### config.mk
export PLATFORM = sky130hd
export DESIGN_NAME = uart_fft_frame_ctrl
export DESIGN_NICKNAME = d
export VERILOG_FILES = /design/src/rtl/uart_fft_pkg.sv /design/src/rtl/uart_tx_pacer.sv /design/src/rtl/uart_fft_frame_ctrl.sv
export SDC_FILE = /design/constraint.sdc
export NUM_CORES = 1
export LEC_CHECK = 0
export ABC_AREA = 1
export CAP_MARGIN = 20
export CORE_UTILIZATION = 60
export CTS_BUF_LIST = sky130_fd_sc_hd__clkbuf_4
export CTS_CLUSTER_SIZE = 30
export DETAILED_ROUTE_END_ITERATION = 10
export DONT_BUFFER_PORTS = 1
export GPL_TIMING_DRIVEN = 1
export PLACE_DENSITY = 0.87
export SETUP_SLACK_MARGIN = 0.3
export SLEW_MARGIN = 20
export SYNTH_ARGS = -nofsm -noshare
export SYNTH_HDL_FRONTEND = slang
export SYNTH_SLANG_ARGS = --single-unit
export TNS_END_PERCENT = 10
### constraint.sdc
create_clock -name clk -period 6.1 [get_ports clk]
set_input_delay 1.22 -clock clk [delete_from_list [all_inputs] [get_ports clk]]
set_output_delay 1.22 -clock clk [all_outputs]
set_load 0.02 [all_outputs]
### src/rtl/uart_fft_pkg.sv
// Shared types and constants for the UART <-> FFT frame sequencer.
package uart_fft_pkg;

    localparam int         CSUM_W        = 8;
    localparam logic [7:0] SYNC_BYTE_DEF = 8'hA5;

    typedef enum logic [2:0] {
        ST_IDLE,
        ST_RX_DATA,
        ST_RX_CSUM,
        ST_FFT_START,
        ST_FFT_WAIT,
        ST_TX_HDR,
        ST_TX_DATA,
        ST_TX_CSUM
    } state_t;

endpackage

### src/rtl/uart_tx_pacer.sv
// Paces byte strobes to the UART transmitter: one strobe per idle period,
// with a guard cycle covering the one-cycle lag before TxD_busy rises.
module uart_tx_pacer (
    input  logic       clk,
    input  logic       rst,
    input  logic       send_req,
    input  logic [7:0] send_byte,
    input  logic       TxD_busy,
    output logic       send_ack,
    output logic       TxD_start,
    output logic [7:0] TxD_data
);

    // TxD_start high means a strobe is going out now and busy has not risen yet.
    assign send_ack = send_req && !TxD_busy && !TxD_start;

    always_ff @(posedge clk) begin
        if (rst) begin
            TxD_start <= 1'b0;
            TxD_data  <= '0;
        end else begin
            // NOTE: nonblocking, so send_ack above always sees the strobe already on the wire.
            TxD_start <= send_ack;
            if (send_ack)
                TxD_data <= send_byte;
        end
    end

endmodule

### src/rtl/uart_fft_frame_ctrl.sv
// Frame sequencer: deframes RX samples into the sample buffer, runs the FFT,
// then streams the result buffer back out through the transmitter.
module uart_fft_frame_ctrl
    import uart_fft_pkg::*;
#(
    parameter int         N_SAMPLES   = 64,
    parameter int         ADDR_W      = 6,
    parameter logic [7:0] SYNC_BYTE   = SYNC_BYTE_DEF,
    parameter int         TIMEOUT_CYC = 1000000
) (
    input  logic              clk,
    input  logic              rst,
    input  logic              RxD_data_ready,
    input  logic [7:0]        RxD_data,
    output logic              TxD_start,
    output logic [7:0]        TxD_data,
    input  logic              TxD_busy,
    output logic              buf_wr_en,
    output logic [ADDR_W-1:0] buf_wr_addr,
    output logic [7:0]        buf_wr_data,
    output logic              fft_start,
    input  logic              fft_done,
    output logic [ADDR_W-1:0] res_rd_addr,
    input  logic [7:0]        res_rd_data,
    output logic              frame_err,
    output logic              busy
);

    localparam int               IDX_W    = ADDR_W + 1;
    localparam int               TMO_W    = $clog2(TIMEOUT_CYC + 1);
    localparam logic [IDX_W-1:0] LAST_IDX = IDX_W'(N_SAMPLES - 1);
    localparam logic [TMO_W-1:0] TMO_LAST = TMO_W'(TIMEOUT_CYC - 1);

    state_t            state;
    logic [IDX_W-1:0]  idx;
    logic [IDX_W-1:0]  idx_next;
    logic [CSUM_W-1:0] sum;
    logic [TMO_W-1:0]  tmo;
    logic              send_req;
    logic              send_ack;
    logic [7:0]        send_byte;

    assign idx_next = idx + IDX_W'(1);
    assign busy     = (state != ST_IDLE);

    always_comb begin
        send_req  = 1'b0;
        send_byte = SYNC_BYTE;
        case (state)
            ST_TX_HDR:  send_req = 1'b1;
            ST_TX_DATA: begin send_req = 1'b1; send_byte = res_rd_data; end
            ST_TX_CSUM: begin send_req = 1'b1; send_byte = sum; end
            default:    ;
        endcase
    end

    uart_tx_pacer u_pacer (
        .clk       (clk),
        .rst       (rst),
        .send_req  (send_req),
        .send_byte (send_byte),
        .TxD_busy  (TxD_busy),
        .send_ack  (send_ack),
        .TxD_start (TxD_start),
        .TxD_data  (TxD_data)
    );

    always_ff @(posedge clk) begin
        if (rst) begin
            state       <= ST_IDLE;
            idx         <= '0;
            sum         <= '0;
            tmo         <= '0;
            buf_wr_en   <= 1'b0;
            buf_wr_addr <= '0;
            buf_wr_data <= '0;
            fft_start   <= 1'b0;
            frame_err   <= 1'b0;
            res_rd_addr <= '0;
        end else begin
            // NOTE: strobes default low every cycle; each set below is a one-cycle pulse.
            buf_wr_en <= 1'b0;
            fft_start <= 1'b0;
            frame_err <= 1'b0;
            case (state)
                ST_IDLE: if (RxD_data_ready && RxD_data == SYNC_BYTE) begin
                    state <= ST_RX_DATA;
                    idx   <= '0;
                    sum   <= '0;
                    tmo   <= '0;
                end
                ST_RX_DATA, ST_RX_CSUM: begin
                    if (RxD_data_ready) begin
                        tmo <= '0;
                        if (state == ST_RX_DATA) begin
                            buf_wr_en   <= 1'b1;
                            buf_wr_addr <= idx[ADDR_W-1:0];
                            buf_wr_data <= RxD_data;
                            sum         <= sum + RxD_data;
                            idx         <= idx_next;
                            if (idx == LAST_IDX)
                                state <= ST_RX_CSUM;
                        end else if (RxD_data == sum) begin
                            state     <= ST_FFT_START;
                            fft_start <= 1'b1;
                        end else begin
                            state     <= ST_IDLE;
                            frame_err <= 1'b1;
                        end
                    end else if (tmo == TMO_LAST) begin
                        // Already-written samples stay in the buffer; only the frame is dropped.
                        state     <= ST_IDLE;
                        frame_err <= 1'b1;
                    end else begin
                        tmo <= tmo + TMO_W'(1);
                    end
                end
                ST_FFT_START: state <= ST_FFT_WAIT;
                ST_FFT_WAIT: if (fft_done) begin
                    state       <= ST_TX_HDR;
                    res_rd_addr <= '0;
                end
                ST_TX_HDR: if (send_ack) begin
                    state       <= ST_TX_DATA;
                    idx         <= '0;
                    sum         <= '0;
                    res_rd_addr <= '0;
                end
                ST_TX_DATA: if (send_ack) begin
                    // The pacer's guard cycle gives the result buffer its read latency.
                    sum         <= sum + res_rd_data;
                    idx         <= idx_next;
                    res_rd_addr <= idx_next[ADDR_W-1:0];
                    if (idx == LAST_IDX)
                        state <= ST_TX_CSUM;
                end
                ST_TX_CSUM: if (send_ack) state <= ST_IDLE;
                default: state <= ST_IDLE;
            endcase
        end
    end

endmodule

==> out/qor.csv <==
metric;value;unit
fin nets;702;
WS Path Type;register to register;
Clock Skew;19.59;ps
Hold WC Path Type;register to register;
total gr overflow;0;
final std cells w/o fill;756;
area grow syn2layout;4.066;%
sum of negative setup slack;0;ps
Synth Warn #;0;
via count;4333;
Placed Instances;740;
Gate Count Post-Synth;675;
average size of a mapped cell;6.200;sq um
Syn Nets;706;
Worst-Margin Slew;961.7;ps
sequential share of power;0.427;
global-route wire length before repair;17.88;mm
Net Sw Frac;0.4529;
RSZ-0062 raised after global routing;no;
drt pass-1 iters;6;
post-cts hold buffer count;0;
Leak Pwr;1.896;nW
worst relative slew slack;0.3549;
H-tree levels;3;
Max rail drop VDD;0.2284;mV
crit end category;register;
NetSw;0.0006649;W
Tmin final;3044;ps
required time of the worst setup path;6450;ps
Clk network pwr share;0.214;
combinational fraction of design power;0.359;
# port buffers;0;
die width;85.52;microns
Cell Int Power;0.0008031;W
Critical Path AT;3390;ps
maxcap violations;0;
clock buffer depth;2;
Root Driver;clkbuf_4;
drt first-iter violations;405;
Num CTS Buffers;9;
PwrDens;337.0;nW/um^2
Max FO, Critical Path;16;
Worst-Skew Late Latency;440;ps
HPWL after DPL;8.000;mm
post-synth cell types;33;
cts repair resizes;0;
fin. max-slew vios;0;
initial core utilization;0.6194;
Post-Syn Area;4185;sq um
antenna viol nets, final;0;
CTS tree;yes;
Final Hold Vio Count;0;
Placer Congestion;0.9291;
fillers;617;
top-level port count;54;
DR DRC count;0;
type of origin of the critical path;register;
status;complete, no violations;
post-synthesis sequential area ratio;0.3348;
Row Count;30;
total wire length;10.87;mm
Final period util;0.4989;
CORE AREA;6756;sq um
vias in the first global route;3889;
Max Freq;0.3286;GHz
diode count;0;
Wirelength per Cell;14.38;microns
setup repair bufs after CTS;0;
vias per cell;5.731;
die area;7314;sq um
initial antenna violation count;0;
Final setup viols;0;
#FFs+latches synth;70;
largest net degree at the start of global routing;38;
fraction of layout cells with a size suffix above 1;0.05325;
DIE HEIGHT;85.52;microns
GRT Overall Usage;0.3088;
Reg clk slew, reported paths;120;ps
Sink Count;70;
==> cells in the final DEF, fill, tap and decap left out, drive strengths merged <==
master,instances
a21oi,49
a31oi,6
and3,1
bufinv,1
clkbuf,10
clkinv,9
dfxtp,70
fa,1
ha,9
inv,83
nand2,203
nand3,45
nand3b,6
nand4,19
nor2,102
nor3,3
o211a,3
o21ai,43
o21bai,2
or2,3
xnor2,5
xor2,3
==> registers in the layout, indices dropped and copies added (netlist names) <==
register / count
state: 3
u_pacer.TxD_start: 1
sum: 8
u_pacer.TxD_data: 8
buf_wr_en: 1
idx: 7
buf_wr_data: 8
fft_start: 1
buf_wr_addr: 6
res_rd_addr: 6
tmo: 20
frame_err: 1
==> per-layer routing <==
metal	share of wire	track usage
met1	0.45	0.4233
met2	0.45	0.4822
met3	0.070	0.05582
met4	0.022	0.1242
met5	0	0
==> cell usage after synthesis <==
library cell | number | area, sq um
nand4_4 | 1 | 21.27
ha_1 | 9 | 112.6
clkbuf_1 | 8 | 30.03
buf_6 | 1 | 11.26
buf_1 | 1 | 3.750
nand2_2 | 5 | 31.28
nand3_1 | 43 | 215.2
a31oi_1 | 6 | 37.54
inv_1 | 77 | 289.0
nor2_4 | 1 | 11.26
a21oi_1 | 49 | 245.2
or2_2 | 3 | 18.77
nand3b_1 | 6 | 45.04
xnor2_1 | 5 | 43.79
and3_1 | 1 | 6.260
buf_2 | 3 | 15.01
nand2_1 | 198 | 743.2
nand3_4 | 1 | 17.52
clkinv_4 | 1 | 8.760
dfxtp_1 | 70 | 1401
o211a_1 | 3 | 30.03
o21ai_0 | 43 | 215.2
clkinv_1 | 4 | 15.01
fa_1 | 1 | 20.02
buf_4 | 2 | 15.01
xor2_1 | 3 | 26.28
nor2_1 | 99 | 371.6
nor2_2 | 2 | 12.51
o21bai_1 | 2 | 15.01
inv_2 | 5 | 18.77
nand4_1 | 18 | 112.6
nand3_2 | 1 | 10.01
nor3_1 | 3 | 15.01
==> cell families (layout without fill, tap and decap cells) <==
logic type,after synthesis,count (layout),synth area share
adder cells (fa/ha/maj),10,10,0.03169
XOR/XNOR,8,8,0.01674
flip-flops,70,70,0.3348
buffers and inverters,102,103,0.09716
AND/OR/NAND/NOR,382,382,0.3898
AO/OA/AOI/OAI,103,103,0.1297
==> worst max-delay path: stages, from the launching register on <==
cell and delay, ps:
dfxtp_1 600, nand3_1 390, inv_1 510, nand2_1 130, o21ai_0 110, ha_1 210
inv_1 60, fa_1 400, inv_1 90, nand3_1 100, nand3_1 80, nand2_1 50
nand2_1 50, nor2_1 40, nor2_1 80, nor2_1 40
==> power groups by stage <==
stage	clock [W]	combinational [W]	sequential [W]
after CTS	0.000317	0.000517	0.000627
after global placement	0	0.000502	0.000636
after floorplan	0	0.000425	0.000615
after detailed placement	0	0.000515	0.000637
final	0.000314	0.000527	0.000627
after global routing	0.000338	0.000593	0.000635
==> metrics by stage <==
stage	util	instance area [sq um]	total power, W	worst slack, ps	hold WS (ps)
2_1_floorplan	-	4185	0.001039	3488	457.1
3_3_place_gp	0.6231	4210	0.001138	3257	462.5
3_5_place_dp	0.6231	4210	0.001151	3118	484.9
4_1_cts	0.6446	4355	0.001460	3121	501.4
5_1_grt	0.6446	4355	0.001566	2769	539.0
6_report	0.6446	4355	0.001468	3056	506.2
==> final cells by class <==
cell class / instances / area [sq um] / share of cell area
inverter: 87 / 331.6 / 0.07613
sequential: 70 / 1401 / 0.3217
multi-input combinational: 503 / 2377 / 0.5458
clock buffer: 10 / 75.07 / 0.01724
tap: 80 / 100.1 / 0.02298
clock inverter: 6 / 70.07 / 0.01609
==> worst paths after layout <==
check / slack (ps) / cells past startpoint / from / to
max reg2reg: 3060 / 15 / state[2] / sum[6]
min reg2reg: 510 / 2 / idx[6] / idx[6]
min: 510 / 2 / idx[6] / idx[6]
max: 3060 / 15 / state[2] / sum[6]
(Power assumes the default switching activity.)
